--- src/rtl/serialmul_pkg.sv ---
// Shared types and frame-length helper for the bit-serial multiplier framing stage.
package serialmul_pkg;

  typedef enum logic [1:0] {IDLE, RUN, DONE} sm_state_t;

  function automatic int unsigned frame_len(input int unsigned w, input int unsigned lat);
    return 2 * w + lat;
  endfunction

endpackage

--- src/rtl/serialmul_frame_ctrl.sv ---
// Framing controller for the bit-serial multiply-add array: serializes B, pulses sync,
// and deserializes the LSB-first product stream into a parallel 2W-bit result.
module serialmul_frame_ctrl
  import serialmul_pkg::*;
#(
  parameter int unsigned W   = 8,
  parameter int unsigned LAT = 1
) (
  input  logic           clk,
  input  logic           reset,
  input  logic           in_valid,
  output logic           in_ready,
  input  logic [W-1:0]   in_a,
  input  logic [W-1:0]   in_b,
  output logic [W-1:0]   a_par,
  output logic           b_ser,
  output logic           sync,
  input  logic           so_ser,
  output logic           out_valid,
  input  logic           out_ready,
  output logic [2*W-1:0] out_p
);

  localparam int unsigned FL = frame_len(W, LAT);
  localparam int unsigned CW = $clog2(FL);

  sm_state_t      r_state;
  sm_state_t      w_next;
  logic [CW-1:0]  r_cnt;
  logic [W-1:0]   r_bsh;
  logic           w_first;
  logic           w_last;
  logic           w_feed;
  logic           w_capt;

  assign w_first = (r_cnt == '0);
  assign w_last  = (r_cnt == CW'(FL - 1));
  assign w_feed  = (r_cnt <  CW'(W));
  assign w_capt  = (r_cnt >= CW'(LAT));

  always_ff @(posedge clk or posedge reset) begin
    if (reset) r_state <= IDLE;
    else       r_state <= w_next;
  end

  always_comb begin
    w_next = r_state;
    unique case (r_state)
      IDLE:    if (in_valid)  w_next = RUN;
      RUN:     if (w_last)    w_next = DONE;
      DONE:    if (out_ready) w_next = IDLE;
      default: w_next = IDLE;
    endcase
  end

  always_comb begin
    in_ready  = (r_state == IDLE);
    out_valid = (r_state == DONE);
    sync      = (r_state == RUN) && w_first;
    b_ser     = (r_state == RUN) && w_feed && r_bsh[0];
  end

  always_ff @(posedge clk or posedge reset) begin
    if (reset) begin
      r_cnt <= '0;
      r_bsh <= '0;
      a_par <= '0;
      out_p <= '0;
    end else begin
      unique case (r_state)
        IDLE: begin
          if (in_valid) begin
            a_par <= in_a;
            r_bsh <= in_b;
            r_cnt <= '0;
          end
        end
        RUN: begin
          r_cnt <= w_last ? '0 : r_cnt + CW'(1);
          if (w_feed) r_bsh <= r_bsh >> 1;
          // First RUN cycle discards the previous product, even when capture starts at cnt 0.
          if (w_capt)
            out_p <= {so_ser, out_p[2*W-1:1] & {(2*W-1){~w_first}}};
          else if (w_first)
            out_p <= '0;
        end
        default: ;
      endcase
    end
  end

endmodule

--- config.mk ---
export PLATFORM = sky130hd
export DESIGN_NAME = serialmul_frame_ctrl
export DESIGN_NICKNAME = d
export VERILOG_FILES = /design/src/rtl/serialmul_pkg.sv /design/src/rtl/serialmul_frame_ctrl.sv
export SDC_FILE = /design/constraint.sdc
export NUM_CORES = 1
export LEC_CHECK = 0
export CORE_MARGIN = 8
export CORE_UTILIZATION = 30
export CTS_CLUSTER_SIZE = 8
export DETAILED_ROUTE_END_ITERATION = 6
export DONT_BUFFER_PORTS = 1
export GPL_TIMING_DRIVEN = 0
export PLACE_DENSITY = 0.42
export RECOVER_POWER = 50
export SYNTH_ARGS = -nofsm -noshare
export SYNTH_HDL_FRONTEND = slang
export SYNTH_SLANG_ARGS = --single-unit
--- constraint.sdc ---
create_clock -name clk -period 2 [get_ports clk]
set_input_delay 0.3 -clock clk [delete_from_list [all_inputs] [get_ports clk]]
set_output_delay 0.3 -clock clk [all_outputs]
set_load 0.01 [all_outputs]
==> flow_metrics.tcl, run 1 <==
set metrics [dict create \
    dp_hpwl_um 2730 \
    drt_wl_total_um 3750 \
    swShare_pct 38.7 \
    peakVddDrop_v 0.000525 \
    worstPathMaxFanout 10 \
    power_density_nw_per_um2 1790 \
    dieHeight_um 92.4 \
    grt_antenna_before_repair 0 \
    grt_pass1_wl_um 6000 \
    async_reset_ff_share_pct 100 \
    netlist_area_um2 1750 \
    cp_data_arrival_time_ns 2.09 \
    setup_violations 0 \
    p_switching_uw 1340 \
    vias 1093 \
    yosys_warnings 0 \
    synth_cells 132 \
    slew_headroom_pct 4.34 \
    p_leak_uw 0.000886 \
    cts_tree "yes" \
    syn2layout_area_growth_pct 10.4 \
    first_pass_iters 4 \
    ys_types 33 \
    io_pins 49 \
    gp_congestion 0.805 \
    fin_crit_sh_pct 93.2 \
    min_path_type "in -> reg" \
    grt_max_degree 40 \
    critPathSlowestCell "dfrtp_1" \
    status "finished, final reports clean" \
    n_antenna_cell 0 \
    fin_skew_ns 0.00499 \
    yosysSeqAreaShare_pct 55.7 \
    grt_usage_pct 9.02 \
    cts_buffer_depth 2 \
    pwr-share-comb_pct 41.5 \
    synth_top_area_share_pct 55.7 \
    worst_pin_slew_ns 1.43 \
    insertion_delay_ns 0.29 \
    cp-end-kind "flip-flop" \
    post-cts-setup-buffers 0 \
    wl_per_cell_um 17.4 \
    start_util_pct 30.3 \
    synth.top_cells.by_area "dfrtp_1 (56%), mux2_2 (9.6%), a22o_1 (7.5%)" \
    cts-root-buf "clkbuf_8" \
    synth_seq_cells 39 \
    die_x_um 92.4 \
    synth-edff-count 0 \
    hold_viol 0 \
    cts_buffers 5 \
    hold_buffers 0 \
    final_area_um2 1930 \
    drive_gt1_share_pct 29.3 \
    fmax_mhz 536 \
    fin_tns_setup_ns 0 \
    rows 28 \
    final_nets 163 \
    first_global_vias 1106 \
    design.core.area_um2 5780 \
    maxCapViolations 0 \
    grt-ovfl-total 0 \
    cp_cell_sequence "inv_1 -> ha_1 -> nor4b_2 -> a211oi_2 -> buf_2 -> a22o_1" \
    finalMaxSlewViolations 0 \
    synth_fp_nets 156 \
    rsz0062_at_grt "false" \
    crit_family "compound AO/OA/AOI/OAI gates" \
    synth_common_cells "dfrtp_1 (39), a22o_1 (15), mux2_2 (15)" \
    clockPowerShare_pct 14.5 \
    period_needed_ns 1.86 \
    synth_flop_cell "dfrtp_1" \
    vias_per_cell 5.08 \
    yosys.cell_count.top_type "dfrtp_1" \
    die_area_um2 8550 \
    synth_area_leader_cell "dfrtp_1" \
    path_clk_slew_ns 0.07 \
    internal-power_uw 2130 \
    clock_sinks 39 \
    crit_buf_inv 2 \
    port_buffers 0 \
    required_ns 2.22 \
    seqPwrFrac_pct 44.0 \
    placed_area_um2 1850 \
    dp.cells 207 \
    htreeDepth 2 \
    stdcell_count 215 \
    syn_avg_cell_area_um2 13.3 \
    drcViolationCount 0 \
    crit_type "reg -> reg" \
    crit_path_max_incr_delay_ns 0.47 \
    start_kind "flip-flop" \
    drtAntennaViolNets 0 \
    drt_first_iter_violations 17 \
]
==> path summary, 6_finish.rpt <==
| path | slack [ns] | cells after the start | endpoint | start |
|---|---|---|---|---|
| min in group asynchronous | 0.32 | 1 | r_bsh[6] | reset |
| worst min-delay path | 0.14 | 2 | r_bsh[7] | in_b[7] |
| worst min register to register | 0.51 | 1 | r_bsh[1] | r_bsh[1] |
| max in group asynchronous | 0.83 | 1 | a_par[1] | reset |
| worst max register to register | 0.14 | 6 | out_p[6] | r_cnt[0] |
| worst max-delay path | 0.14 | 6 | out_p[6] | r_cnt[0] |
==> flip-flops by register name, indices dropped and copies added, names as in the netlist <==
name and count:
r_bsh 8, out_p 16, a_par 8, r_cnt 5, r_state 2
==> placed cells by master, fill, tap and decap left out, types with 2 or more instances in the layout <==
cell / synthesis / final
dfrtp_1: 39 / 39
mux2_2: 15 / 15
a22o_1: 15 / 15
mux2_4: 7 / 7
nand2_1: 6 / 6
buf_2: 5 / 5
inv_1: 5 / 5
o21ai_0: 5 / 5
clkbuf_8: 0 / 5
nand2b_1: 4 / 4
clkbuf_1: 1 / 3
nand3_1: 3 / 3
nor2_1: 3 / 3
ha_1: 3 / 3
a31oi_1: 2 / 2
==> metal layers <==
layer	vias up	track usage, %	wire [µm]
met5	-	0	0
met4	0	3.22	56
met3	5	4.29	269
met2	27	14.1	1880
met1	567	10.5	1540
li1	494	-	-
==> cells by family (layout without fill, tap and decap cells) <==
logic type / count (synthesis) / after routing / synth area share (%)
muxes: 22 / 22 / 15.6
buffers and inverters: 12 / 20 / 3.00
adders and majority gates: 3 / 3 / 2.14
AOI/OAI and AO/OA: 30 / 30 / 14.4
and+or+nand+nor: 25 / 25 / 8.64
DFF: 39 / 39 / 55.7
xor gates and xnor gates: 1 / 1 / 0.500
==> worst reg2reg max path, delay by kind of cell (launching register included) <==
family	cells	cell delay (ns)
AND/OR/NAND/NOR	1	0.18
buffers and inverters	2	0.38
adder cells (fa/ha/maj)	1	0.23
AO/OA/AOI/OAI	2	0.55
flip-flops	1	0.47
==> power by group through the flow <==
| stage | clock network [µW] | logic (µW) | registers (µW) |
|---|---|---|---|
| after floorplan | 0 | 1220 | 1440 |
| after global placement | 0 | 1420 | 1540 |
| after detailed placement | 0 | 1440 | 1550 |
| after CTS | 529 | 1460 | 1540 |
| after global routing | 557 | 1590 | 1590 |
| final | 503 | 1440 | 1530 |
==> repair_timing <==
action,CTS,global route
pin swaps,0,1
gates resized for setup,1,0
setup endpoints to repair,1,3
==> metrics by stage <==
stage,setup WS [ns],hold WS (ns),total power (µW),utilization [%]
after floorplan,0.403,0.417,2660,-
after global placement,0.164,0.439,2960,31.9
after detailed placement,0.120,0.390,2990,31.9
after CTS,0.0900,0.0711,3530,33.5
after global routing,0.0271,0.143,3740,33.5
final,0.135,0.145,3470,33.5
==> layout make-up <==
cell class | instances | area, µm²
inverters | 5 | 18.8
clock inverters | 1 | 5.00
fillers | 598 | 3850
flip-flops and latches | 39 | 976
plain buffers | 7 | 33.8
well taps | 75 | 93.8
clock buffers | 7 | 76.3
multi-input cells | 81 | 731
No activity file was read; power rests on OpenSTA's default activity.
==> run 2, diff against run 1 <==
- HOLD_SLACK_MARGIN: default -> 0.08
- clock period: 2 -> 1.85 ns (I/O delays scaled with it)
==> flow_metrics.tcl, run 2 (synthesis gave the netlist of run 1 again) <==
set metrics [dict create \
    cp_data_arrival_time_ns 1.93 \
    status "finished, final reports clean" \
    critPathSlowestCell "dfrtp_1" \
    cts_tree "yes" \
    slew_headroom_pct 46.8 \
    fin_crit_sh_pct 94.8 \
    cp_num_cells 5 \
    cts_buffers 5 \
    path_clk_slew_ns 0.07 \
    cpMostUsedCell "buf_2" \
    insertion_delay_ns 0.29 \
    clock_sinks 39 \
    reg2reg_from "r_state[1]" \
    drtAntennaViolNets 0 \
    die_x_um 92.4 \
    crit_type "reg -> reg" \
    internal-power_uw 2390 \
    vias_per_cell 5.02 \
    stdcell_count 219 \
    crit_family "compound AO/OA/AOI/OAI gates" \
    clockPowerShare_pct 14.0 \
    start_kind "flip-flop" \
    power_density_nw_per_um2 1950 \
    grt_antenna_before_repair 0 \
    largest_register_ffs 16 \
    port_buffers 0 \
    drt_first_iter_violations 12 \
    setup_ws_ns 0.0961 \
    grt_usage_pct 9.05 \
    io_pins 49 \
    p_switching_uw 1490 \
    period_needed_ns 1.75 \
    min_path_type "in -> reg" \
    wl_per_cell_um 17.2 \
    rows 28 \
    fin_skew_ns 0.00543 \
    rsz0062_at_grt "false" \
    dp_hpwl_um 2730 \
    swShare_pct 38.4 \
    hold_viol 0 \
    worst_pin_slew_ns 0.797 \
    syn2layout_area_growth_pct 13.6 \
    die_area_um2 8550 \
    cp-startpoint "r_state[1]" \
    pwr-share-comb_pct 43.4 \
    first_pass_iters 4 \
    holdPathStages 2 \
    dp.cells 207 \
    vias 1100 \
    crit_buf_inv 2 \
    mostFrequentLayoutCell "dfrtp_1" \
    grt_max_degree 40 \
    fmax_mhz 570 \
    gp_congestion 0.805 \
    top_register "out_p" \
    dp_slack_ns -0.0300 \
    peakVddDrop_v 0.000586 \
    start_util_pct 30.3 \
    p_leak_uw 0.000912 \
    crit_path_max_incr_delay_ns 0.47 \
    fillers 593 \
    layout_common_cells "dfrtp_1 (38), mux2_2 (15), a22o_1 (15)" \
    finalMaxSlewViolations 0 \
    htreeDepth 2 \
    power_uw 3890 \
    dieHeight_um 92.4 \
    grt_pass1_wl_um 6040 \
    whs_ns 0.123 \
    cp_cell_sequence "nand2b_1 -> buf_2 -> a31o_2 -> buf_2 -> a22o_1" \
    cts-root-buf "clkbuf_8" \
    cp-end-kind "flip-flop" \
    worstPathMaxFanout 10 \
    top_regs "out_p: 16 flops, a_par: 8 flops, r_bsh: 8 flops" \
    required_ns 2.02 \
    final_nets 167 \
    drive_gt1_share_pct 34.0 \
    n_antenna_cell 0 \
    cts_buffer_depth 2 \
    maxCapViolations 0 \
    first_global_vias 1120 \
    hp-start "in_b[7]" \
    setup_violations 0 \
    drcViolationCount 0 \
    drt_wl_total_um 3770 \
    ff2ff_path_depth 5 \
    seqPwrFrac_pct 42.6 \
    grt-ovfl-total 0 \
    design.core.area_um2 5780 \
    fin_tns_setup_ns 0 \
]
==> run 2: through the flow <==
stage	instance area, µm²	utilization, %
2_1_floorplan	1750	-
5_1_grt	1990	34.5
3_5_place_dp	1850	31.9
4_1_cts	1950	33.8
3_3_place_gp	1850	31.9
6_report	1990	34.5
==> run 2: power groups by stage <==
stage	Sequential [µW]	Combinational (µW)	Clock, µW
final	1660	1690	543
after detailed placement	1680	1560	0
after global routing	1720	1850	603
after CTS	1660	1620	572
after floorplan	1560	1320	0
after global placement	1670	1530	0
==> run 2: final timing paths <==
kind	end	slack, ns
max in group asynchronous	r_cnt[0]	0.69
hold / removal	r_bsh[7]	0.12
min in group asynchronous	r_bsh[6]	0.60
hold reg to reg	r_bsh[1]	0.51
setup reg to reg	out_p[6]	0.1
setup / recovery	out_p[6]	0.1
==> run 2: final cells by class <==
type / count / area (µm²) / area share, %
Clock inverter: 1 / 5.00 / 0.251
Sequential cell: 39 / 977 / 49.1
Buffer: 7 / 35.0 / 1.76
Tap cell: 75 / 93.8 / 4.71
Clock buffer: 7 / 76.3 / 3.83
Multi-Input combinational cell: 81 / 753 / 37.8
Inverter: 5 / 18.8 / 0.942
Timing Repair Buffer: 4 / 32.5 / 1.63
==> run 2: timing repair <==
action | in CTS | in global routing
hold endpoints to repair | 39 | 0
pin swaps | 1 | 0
setup buffers | 1 | 2
endpoints found under the setup margin | 11 | 12
gates resized for setup | 2 | 6
hold buffers | 1 | 0
==> run 2: worst register-to-register path, stage by stage, from the launching register on <==
cell and delay (ns):
dfrtp_1 0.47, nand2b_1 0.22, buf_2 0.22, a31o_2 0.29, buf_2 0.20, a22o_1 0.25
==> run 2: per-layer routing <==
metal  vias to the layer above  wire length [µm]  global-route usage (%)
met5                         -                 0                       0
met3                         5               264                    4.29
met1                       569              1560                    10.5
met4                         0                56                    3.22
li1                        502                 -                       -
met2                        24              1880                    14.2
